`src/rtl/ring_stim_gen.sv`:
```
// ring_stim_gen: programmable square-wave source standing in for a ring
// oscillator. Emits a burst of cfg_edges rising edges (or runs forever when
// cfg_edges is 0) with a half-period of cfg_half_period clk cycles.
//
// Handshake: a configuration transfers on a rising clk edge where
// cfg_valid && cfg_ready. cfg_ready is high only in IDLE, with stop and rst
// low; offers made while busy are dropped, never buffered. cfg_valid may be
// held high without restarting a running burst.
module ring_stim_gen #(
   parameter int PW = 8,
   parameter int NW = 8
) (
   input  logic          clk,
   input  logic          rst,
   input  logic          cfg_valid,
   output logic          cfg_ready,
   input  logic [PW-1:0] cfg_half_period,
   input  logic [NW-1:0] cfg_edges,
   input  logic          stop,
   output logic          ring_out,
   output logic          busy,
   output logic          done,
   output logic [NW-1:0] edges_sent,
   output logic [1:0]    dbg_state
);

   typedef enum logic [1:0] {
      S_IDLE = 2'd0,
      S_HIGH = 2'd1,
      S_LOW  = 2'd2,
      S_DONE = 2'd3
   } state_t;

   localparam logic [PW-1:0] PH_ONE = PW'(1);
   localparam logic [NW-1:0] ED_ONE = NW'(1);

   state_t        state_q, state_d;
   logic [PW-1:0] hp_q, hp_d;        // latched half-period, never 0
   logic [NW-1:0] tgt_q, tgt_d;      // burst length, 0 = continuous
   logic [PW-1:0] cnt_q, cnt_d;      // phase counter, runs 1..hp
   logic [NW-1:0] edges_q, edges_d;
   logic          ring_q, ring_d;
   logic          accept;
   logic          phase_end;

   assign cfg_ready  = (state_q == S_IDLE) & ~stop & ~rst;
   assign accept     = cfg_valid & cfg_ready;
   assign phase_end  = (cnt_q == hp_q);

   assign ring_out   = ring_q;
   assign busy       = (state_q != S_IDLE);
   assign done       = (state_q == S_DONE);
   assign edges_sent = edges_q;
   assign dbg_state  = state_q;

   // Next-state and datapath: phase counter reloads to 1 on every phase change.
   always_comb begin
      state_d = state_q;
      hp_d    = hp_q;
      tgt_d   = tgt_q;
      cnt_d   = cnt_q;
      edges_d = edges_q;
      ring_d  = ring_q;
      case (state_q)
         S_IDLE: begin
            ring_d = 1'b0;
            if (accept) begin
               hp_d    = (cfg_half_period == '0) ? PH_ONE : cfg_half_period;
               tgt_d   = cfg_edges;
               edges_d = ED_ONE;
               ring_d  = 1'b1;
               cnt_d   = PH_ONE;
               state_d = S_HIGH;
            end
         end
         S_HIGH: begin
            if (stop) begin
               ring_d  = 1'b0;
               state_d = S_IDLE;
            end else if (phase_end) begin
               ring_d  = 1'b0;
               cnt_d   = PH_ONE;
               state_d = S_LOW;
            end else begin
               cnt_d = cnt_q + PH_ONE;
            end
         end
         S_LOW: begin
            if (stop) begin
               ring_d  = 1'b0;
               state_d = S_IDLE;
            end else if (phase_end) begin
               if ((tgt_q != '0) && (edges_q == tgt_q)) begin
                  state_d = S_DONE;
               end else begin
                  ring_d  = 1'b1;
                  edges_d = edges_q + ED_ONE;   // wraps freely in continuous mode
                  cnt_d   = PH_ONE;
                  state_d = S_HIGH;
               end
            end else begin
               cnt_d = cnt_q + PH_ONE;
            end
         end
         S_DONE: begin
            // stop is deliberately ignored here so done always pulses
            state_d = S_IDLE;
         end
         default: begin
            state_d = S_IDLE;
            ring_d  = 1'b0;
         end
      endcase
   end

   // State register; rst overrides everything.
   always_ff @(posedge clk) begin
      if (rst) begin
         state_q <= S_IDLE;
         hp_q    <= PH_ONE;
         tgt_q   <= '0;
         cnt_q   <= PH_ONE;
         edges_q <= '0;
         ring_q  <= 1'b0;
      end else begin
         state_q <= state_d;
         hp_q    <= hp_d;
         tgt_q   <= tgt_d;
         cnt_q   <= cnt_d;
         edges_q <= edges_d;
         ring_q  <= ring_d;
      end
   end

endmodule
```
`config.mk`:
```
export PLATFORM = sky130hd
export DESIGN_NAME = ring_stim_gen
export DESIGN_NICKNAME = d
export VERILOG_FILES = /design/src/rtl/ring_stim_gen.sv
export SDC_FILE = /design/constraint.sdc
export NUM_CORES = 1
export LEC_CHECK = 0
export CAP_MARGIN = 30
export CORE_MARGIN = 4
export CORE_UTILIZATION = 49
export CTS_BUF_LIST = sky130_fd_sc_hd__clkbuf_2 sky130_fd_sc_hd__clkbuf_4 sky130_fd_sc_hd__clkbuf_8
export CTS_CLUSTER_DIAMETER = 40
export DETAILED_ROUTE_END_ITERATION = 6
export GPL_TIMING_DRIVEN = 0
export PLACE_DENSITY = 0.83
export SLEW_MARGIN = 20
export SYNTH_ARGS = -nofsm -noshare
export SYNTH_HDL_FRONTEND = slang
export SYNTH_SLANG_ARGS = --single-unit
```
`constraint.sdc`:
```
create_clock -name clk -period 2.02 [get_ports clk]
set_clock_uncertainty 0.05 [all_clocks]
set_input_delay 0.202 -clock clk [delete_from_list [all_inputs] [get_ports clk]]
set_output_delay 0.202 -clock clk [all_outputs]
set_load 0.05 [all_outputs]
```
# Word level (Yosys, flattened, before mapping)
# Index checks and enable logic that the tools add are counted.
[word_totals]
regBits = 35
inputBits = 20
out_inout_bits = 14
elab_cells = 65
[op_classes]
add_sub_neg = 2
n_eq_ne = 14
mux = 26
bitwise_logic = 5
n_reduce_logical = 12
[ops]
columns = ["operator", "n"]
rows = [
  ["$mux 8", 10],
  ["$pmux 8 s3", 1],
  ["$add 8x1->8 const B", 2],
  ["$eq 8x8->1", 2],
  ["$pmux 8 s2", 1],
  ["$mux 2", 6],
  ["$ne 3x3->1 const B", 4],
  ["$ne 2x2->1 const B", 5],
  ["$reduce_and 5->1", 2],
  ["$logic_not 8->1", 1],
  ["$pmux 2 s4", 1],
  ["$reduce_bool 8->1", 1],
  ["$mux 1", 6],
  ["$eq 2x2->1 const B", 2],
  ["$reduce_and 4->1", 1],
  ["$reduce_bool 2->1", 2],
  ["$and 1x1->1", 3],
  ["$pmux 1 s3", 1],
  ["$reduce_and 3->1", 1],
  ["$reduce_bool 3->1", 1],
  ["$eq 2x1->1 const B", 1],
  ["$logic_not 2->1", 1],
  ["$not 1->1", 2],
  ["$reduce_and 2->1", 1],
  ["$logic_and 1x1->1", 1],
]

# Depth between registers and ports, before layout
# Gate-level depths: netlist of the first run.
[logic_depth]
depth_word = 6
ltp_mapped = 9
ltp_nobuf = 7

# Worst setup path before layout of the first run
# No wires, ideal clock.
[synth_timing]
path_type = "flip-flop to flip-flop"
from = "reg state_q[0], in the netlist dbg_state[0]"
to = "reg cnt_q[2]"
arrival_time_ps = 2518
t_required_ps = 1896
setup_slack_ps = -623
stages_incl_launch_ff = 8
synth_period_minus_slack_ps = 2643
cell_sequence = "dfxtp_1 > inv_1 > ha_1 > inv_1 > o211ai_1 > clkbuf_1 > or4_1 > a31oi_1"
[synth_between]
elab_chain_len = 6
word_cells_on_any_way = 13
classes_between = "eq/ne: 6; mux: 1; bitwise: 3; reduce/logical: 3"
[synth_lines]
columns = ["item", "line_no", "source"]
rows = [
  ["from (decl)", "37", "state_t state_q, state_d;"],
  ["from (signal assigned)", "126", "state_q <= state_d;"],
  ["$logic_not 2->1", "46, 64", ""],
  ["$and 1x1->1 (2 in a row)", "46", "assign cfg_ready = (state_q == S_IDLE) & ~stop & ~rst;"],
  ["$and 1x1->1", "47", "assign accept = cfg_valid & cfg_ready;"],
  ["$ne 2x2->1 (no line)", "n/a", ""],
  ["$reduce_and 5->1 (no line)", "n/a", ""],
  ["to (signal assigned)", "129", "cnt_q <= cnt_d;"],
  ["to (decl)", "40", "logic [PW-1:0] cnt_q, cnt_d;"],
]
# Parallel ways exist; a longest one is shown, timed or not.
# A chain may end at the register's enable or synchronous reset.

# Worst setup path in the final report of the first run
[layout_timing]
from = "reg tgt_q[0]"
to = "reg edges_q[5], in the netlist edges_sent[5]"
[layout_between]
elab_chain_len = 4
word_cells_on_any_way = 5
classes_between = "eq/ne: 2; reduce/logical: 3"
[layout_lines]
columns = ["item", "line_no", "source"]
rows = [
  ["from (decl)", "39", "logic [NW-1:0] tgt_q, tgt_d;"],
  ["from (signal assigned)", "128", "tgt_q <= tgt_d;"],
  ["$eq 8x8->1 / $reduce_bool 8->1 (equally long branches)", "93", "if ((tgt_q != '0) && (edges_q == tgt_q)) begin"],
  ["$logic_and 1x1->1 (*)", "93", ""],
  ["$ne 2x2->1 (no line) (*)", "n/a", ""],
  ["$reduce_and 5->1 (no line) (*)", "n/a", ""],
  ["to (signal assigned)", "130", "edges_q <= edges_d;"],
  ["to (decl)", "41", "logic [NW-1:0] edges_q, edges_d;"],
]
# Every way passes the cells marked *; elsewhere a longest branch is shown, timed or not.

==> results of run 1 <==
-- worst paths after layout --
| check | start | end | slack [ps] | depth (start not counted) |
|---|---|---|---|---|
| worst max-delay path | tgt_q[0] | edges_sent[5] | 10 | 5 |
| worst min-delay path | rst | dbg_state[1] | 150 | 3 |
| worst max register to register | tgt_q[0] | edges_sent[5] | 10 | 5 |
| worst min register to register | hp_q[2] | hp_q[2] | 430 | 2 |
-- timing repair --
action,in CTS,in global routing
buffers inserted,9,5
setup endpoints to repair,5,19
resized for setup,8,28
pin swaps,4,9
cloned,0,2
-- flip-flops by register name (all words and copies together), names as in the netlist --
register / count
ring_out: 1
edges_sent: 8
dbg_state: 2
hp_q: 8
tgt_q: 8
cnt_q: 8
-- power by group through the flow --
stage,clock [W],sequential (W),combinational [W]
final,0.000581,0.000746,0.000578
after global routing,0.000611,0.000749,0.000622
after CTS,0.000581,0.000742,0.000497
after detailed placement,0,0.000761,0.000449
after global placement,0,0.000761,0.000444
after floorplan,0,0.000794,0.000282
-- layout make-up --
| type | count | area (sq um) | share of cell area |
|---|---|---|---|
| buffer | 14 | 113 | 0.0393 |
| clock buffer | 7 | 96.3 | 0.0336 |
| timing repair buffer | 48 | 458 | 0.160 |
| tap | 50 | 62.6 | 0.0218 |
| inverter | 8 | 38.8 | 0.0135 |
| clock inverter | 1 | 7.51 | 0.00262 |
| sequential | 35 | 714 | 0.249 |
| multi-input combinational | 199 | 1380 | 0.480 |
-- cell usage in the layout, fill, tap and decap left out, drive strengths merged, types with 2 or more instances in the layout --
master,synthesis,routed
nand2,45,45
dfxtp,35,35
clkdlybuf4s50,0,29
a21oi,24,24
buf,7,23
xnor2,16,16
nand3,14,14
clkbuf,7,14
or4,9,9
nor3,8,8
a31oi,7,7
nand4,7,7
inv,8,7
ha,7,7
o31ai,6,6
mux2i,4,4
nor2,4,4
o21ai,4,4
a21o,4,4
o211ai,4,4
nand2b,3,3
or3,3,3
and2,3,3
clkinvlp,0,2
and2b,2,2
nor3b,2,2
nor4,2,2
a211o,2,2
o21a,2,2
or2,2,2
nor2b,2,2
o21bai,2,2
-- worst max-delay path, delay by kind of cell, from the launching register on --
kind,cells,cell delay (ps)
and+or+nand+nor,2,1040
AOI/OAI and AO/OA,3,540
DFF,1,330
-- layer usage --
layer | track usage | wire length [um] | vias up
met2 | 0.321 | 2600 | 99
li1 | - | - | 1034
met4 | 0.0644 | 97 | 0
met5 | 0 | 0 | -
met1 | 0.258 | 2340 | 980
met3 | 0.0451 | 508 | 12
-- metrics by stage --
stage          cells  worst slack (ps)  TNS, ps
3_5_place_dp     338             -78.0     -289
2_1_floorplan    256             -2.94    -2.94
4_1_cts          355              2.83        0
5_1_grt          362             -64.6     -472
6_report         362              10.3        0
3_3_place_gp     338             -55.0     -233
-- logic make-up after synthesis --
logic type / after synthesis
AND/OR/NAND/NOR: 111
AO/OA/AOI/OAI: 61
flip-flops: 35
buffers and inverters: 22
XOR/XNOR: 16
adder cells (fa/ha/maj): 7
multiplexers: 4
==> results.sh, run 1 <==
export IMPL_vias=2125
export IMPL_p_sw_frac=0.326
export IMPL_hold_violations=0
export IMPL_clkLatencyLatePin_ps=290
export IMPL_numPortBuffers=32
export IMPL_fin_area_sq_um=2870
export IMPL_grt_pass1_wl_um=8400
export IMPL_max_vdd_ir_drop_mv=0.488
export IMPL_synthAdderAreaFrac=0.0416
export IMPL_worstMarginPinSlew_ps=537
export IMPL_cp_slowest_cell="or4_4"
export IMPL_routed_wl_um=5540
export IMPL_drv_cap=0
export IMPL_numCtsBuffers=5
export IMPL_cts_htree_levels=2
export IMPL_holdBufCountCts=0
export IMPL_syn_area_per_cell_sq_um=8.22
export IMPL_ant_nets=0
export IMPL_fin_util=0.702
export IMPL_cts_sinks=35
export IMPL_power_w=0.00191
export IMPL_nets=338
export IMPL_fillers=310
export IMPL_synth_top_family_by_area="simple AND/OR/NAND/NOR gates"
export IMPL_antenna_found_initial=0
export IMPL_cts_buffer_depth=2
export IMPL_end_kind="flip-flop"
export IMPL_fp_dieH_um=73.5
export IMPL_diodes=0
export IMPL_crit_type="reg -> reg"
export IMPL_yosysUniqueCellTypes=51
export IMPL_worstSetupStartpointType="flip-flop"
export IMPL_wl_per_cell_um=15.3
export IMPL_fmax_ghz=0.498
export IMPL_status="completed"
export IMPL_cts_root_buf="clkbuf_8"
export IMPL_rsz0062_at_grt="yes"
export IMPL_slew_headroom=0.642
export IMPL_worstPathArrival_ps=2190
export IMPL_synth_top_cells_by_area="dfxtp_1, nand2_1, xnor2_1"
export IMPL_async_reset_ff_frac=0
export IMPL_p_seq_frac=0.392
export IMPL_yosys_area_share_simple=0.279
export IMPL_dieArea_sq_um=5400
export IMPL_drc=0
export IMPL_fin_crit_ps=2010
export IMPL_worstPathRequired_ps=2200
export IMPL_synth_largest_area_cell="dfxtp_1"
export IMPL_gp_congestion=0.877
export IMPL_first_pass_iters=4
export IMPL_critical_path_max_fanout=9
export IMPL_clk_pin_slew_ps=80
export IMPL_period_share=0.995
export IMPL_routed_via_density=5.87
export IMPL_comb_power_share=0.304
export IMPL_netlist_area_leader_share=0.333
export IMPL_synth_edff_count=0
export IMPL_synth_ff_type="dfxtp_1"
export IMPL_grt_overflow_total=0
export IMPL_synth_compound_area_share=0.193
export IMPL_synth_mux_area_frac=0.0190
export IMPL_yosysSeqAreaShare=0.333
export IMPL_syn_area_sq_um=2100
export IMPL_drive_gt1_frac=0.240
export IMPL_start_util=0.515
export IMPL_p_sw_w=0.000622
export IMPL_power_frac_clock=0.305
export IMPL_die_x_um=73.5
export IMPL_synth_cells=256
export IMPL_grt_usage=0.198
export IMPL_ys_warnings_count=0
export IMPL_core_area_sq_um=4090
export IMPL_worstPathCellList="or4_4 -> o211ai_2 -> o31ai_4 -> or4_1 -> a21oi_1"
export IMPL_place_hpwl_um=3520
export IMPL_io_pins=34
export IMPL_max_stage_delay_ps=550
export IMPL_finalSetupViolCount=0
export IMPL_leakagePower_nw=0.982
export IMPL_hp_class="in -> reg"
export IMPL_p_per_area_nw_per_um2=664
export IMPL_synth_seq_cells=35
export IMPL_synth_nets=283
export IMPL_synth_xor_area_share=0.0738
export IMPL_holdWs_ps=151
export IMPL_slew_violations=0
export IMPL_grt_max_degree=12
export IMPL_p_int_w=0.00128
export IMPL_cts_tree="yes"
export IMPL_grt_pass1_vias=1848
export IMPL_row_count=23
export IMPL_placed_area_sq_um=2510
export IMPL_synthToLayoutAreaGrowth_pct=36.3
export IMPL_netlist_top_cells_count="nand2_1, dfxtp_1, a21oi_1"
export IMPL_synthMostInstantiatedCell="nand2_1"
export IMPL_drt_iter0_markers=237
Power figures use the tool's default switching activity.
==> run 2: changes to the inputs <==
--- a/config.mk
+++ b/config.mk
@@ -6,7 +6,6 @@
 export NUM_CORES = 1
 export LEC_CHECK = 0
 export CAP_MARGIN = 30
-export CORE_MARGIN = 4
 export CORE_UTILIZATION = 49
 export CTS_BUF_LIST = sky130_fd_sc_hd__clkbuf_2 sky130_fd_sc_hd__clkbuf_4 sky130_fd_sc_hd__clkbuf_8
 export CTS_CLUSTER_DIAMETER = 40
==> results.sh, run 2 (synthesized netlist as in run 1, its figures left out) <==
export IMPL_cts_tree="yes"
export IMPL_vias=2084
export IMPL_ant_nets=0
export IMPL_status="finished, violations left"
export IMPL_grt_pass1_vias=1842
export IMPL_layout_commonest_cell="nand2_1"
export IMPL_cts_root_buf="clkbuf_8"
export IMPL_gp_congestion=0.795
export IMPL_slew_headroom=0.617
export IMPL_reg2reg_from="cnt_q[4]"
export IMPL_row_count=23
export IMPL_clk_pin_slew_ps=80
export IMPL_holdWs_ps=155
export IMPL_hold_depth=3
export IMPL_max_vdd_ir_drop_mv=0.442
export IMPL_grt_pass1_wl_um=8480
export IMPL_drv_cap=0
export IMPL_io_pins=34
export IMPL_numCtsBuffers=5
export IMPL_leakagePower_nw=0.969
export IMPL_worstPathArrival_ps=2210
export IMPL_min_from="rst"
export IMPL_drt_iter0_markers=137
export IMPL_power_w=0.00183
export IMPL_wl_per_cell_um=14.2
export IMPL_r2r_end="edges_sent[7]"
export IMPL_cts_htree_levels=2
export IMPL_antenna_found_initial=0
export IMPL_clkLatencyLatePin_ps=300
export IMPL_drc=0
export IMPL_numPortBuffers=32
export IMPL_nets=336
export IMPL_diodes=0
export IMPL_worstSetupStartpointType="flip-flop"
export IMPL_grt_max_degree=14
export IMPL_p_per_area_nw_per_um2=646
export IMPL_slew_violations=0
export IMPL_start_util=0.518
export IMPL_routed_via_density=5.79
export IMPL_core_area_sq_um=4060
export IMPL_routed_wl_um=5110
export IMPL_drive_gt1_frac=0.232
export IMPL_first_pass_iters=4
export IMPL_cts_buffer_depth=2
export IMPL_rsz0062_at_grt="yes"
export IMPL_cts_sinks=35
export IMPL_fin_util=0.700
export IMPL_fin_ws_ps=-4.02
export IMPL_synthToLayoutAreaGrowth_pct=35.0
export IMPL_hold_violations=0
export IMPL_reg2reg_slack_ps=-4
export IMPL_worstMarginPinSlew_ps=572
export IMPL_violations="negative setup slack"
export IMPL_grt_overflow_total=0
export IMPL_critical_path_max_fanout=7
export IMPL_place_hpwl_um=3480
export IMPL_whs_endpoint="dbg_state[1]"
export IMPL_finalSetupViolCount=1
export IMPL_crit_type="reg -> reg"
export IMPL_dieArea_sq_um=4560
export IMPL_final_cell_mix="nand2_1, clkdlybuf4s50_1, dfxtp_1"
export IMPL_worstPathRequired_ps=2200
export IMPL_reg2reg_depth=6
export IMPL_grt_usage=0.249
export IMPL_die_x_um=67.5
export IMPL_hp_class="in -> reg"
export IMPL_multiInputGateArea_sq_um=1370
export IMPL_fp_dieH_um=67.5
export IMPL_end_kind="flip-flop"
export IMPL_fin_crit_ps=2020
export IMPL_fmax_ghz=0.494
export IMPL_period_share=1.00
export IMPL_holdBufCountCts=0
export IMPL_fillers=326
export IMPL_regArea_sq_um=726
[run 2: layer usage]
metal  global-route usage  wire (um)
met3               0.0507        278
met2                0.395       2420
met4               0.0824         77
met1                0.333       2340
met5                    0          0
[run 2: where the power goes]
| part | internal [W] | switching, W | total [W] | leakage (nW) |
|---|---|---|---|---|
| clock network | 0.000248 | 0.000289 | 0.000537 | 0.0451 |
| logic | 0.000248 | 0.000309 | 0.000557 | 0.635 |
| registers | 0.000713 | 0.0000284 | 0.000741 | 0.289 |
[run 2: timing repair]
action                                  4_1_cts  5_1_grt
pin swaps                                     5        4
gates resized for setup                      15       19
gates cloned                                  0        2
endpoints found under the setup margin        9       17
setup buffers                                 9        4
[run 2: worst max-delay path, stage by stage (launching register included)]
cell and delay [ps]:
dfxtp_4 380, xnor2_2 160, nand4_1 210, o31a_1 400, buf_6 140, or4_1 470
a21oi_1 160
[run 2: worst max path at each step]
stage	startpoint	to	slack (ps)	cells past startpoint
floorplan	dbg_state[0]	cnt_q[2]	-3	7
global placement	stop	cnt_q[2]	-50	6
detailed placement	cnt_q[4]	edges_sent[7]	-70	7
CTS	dbg_state[0]	cnt_q[2]	5	8
global route	tgt_q[3]	cnt_q[0]	-90	6
finish	cnt_q[4]	edges_sent[7]	-4	6
[run 2: layout make-up]
cell class / count / share of cell area
Buffer: 13 / 0.0357
Clock buffer: 5 / 0.0242
Clock inverter: 3 / 0.00793
Inverter: 8 / 0.0128
Multi-Input combinational cell: 199 / 0.483
Sequential cell: 35 / 0.256
Tap cell: 50 / 0.0220
Timing Repair Buffer: 47 / 0.159
[run 2: through the flow]
step | cell area (sq um) | worst slack (ps) | setup TNS (ps) | cells
floorplan | 2130 | -2.94 | -2.94 | 256
global placement | 2510 | -49.8 | -269 | 338
detailed placement | 2510 | -74.4 | -306 | 338
CTS | 2700 | 5.41 | 0 | 354
global route | 2840 | -92.6 | -519 | 360
finish | 2840 | -4.02 | -4.02 | 360
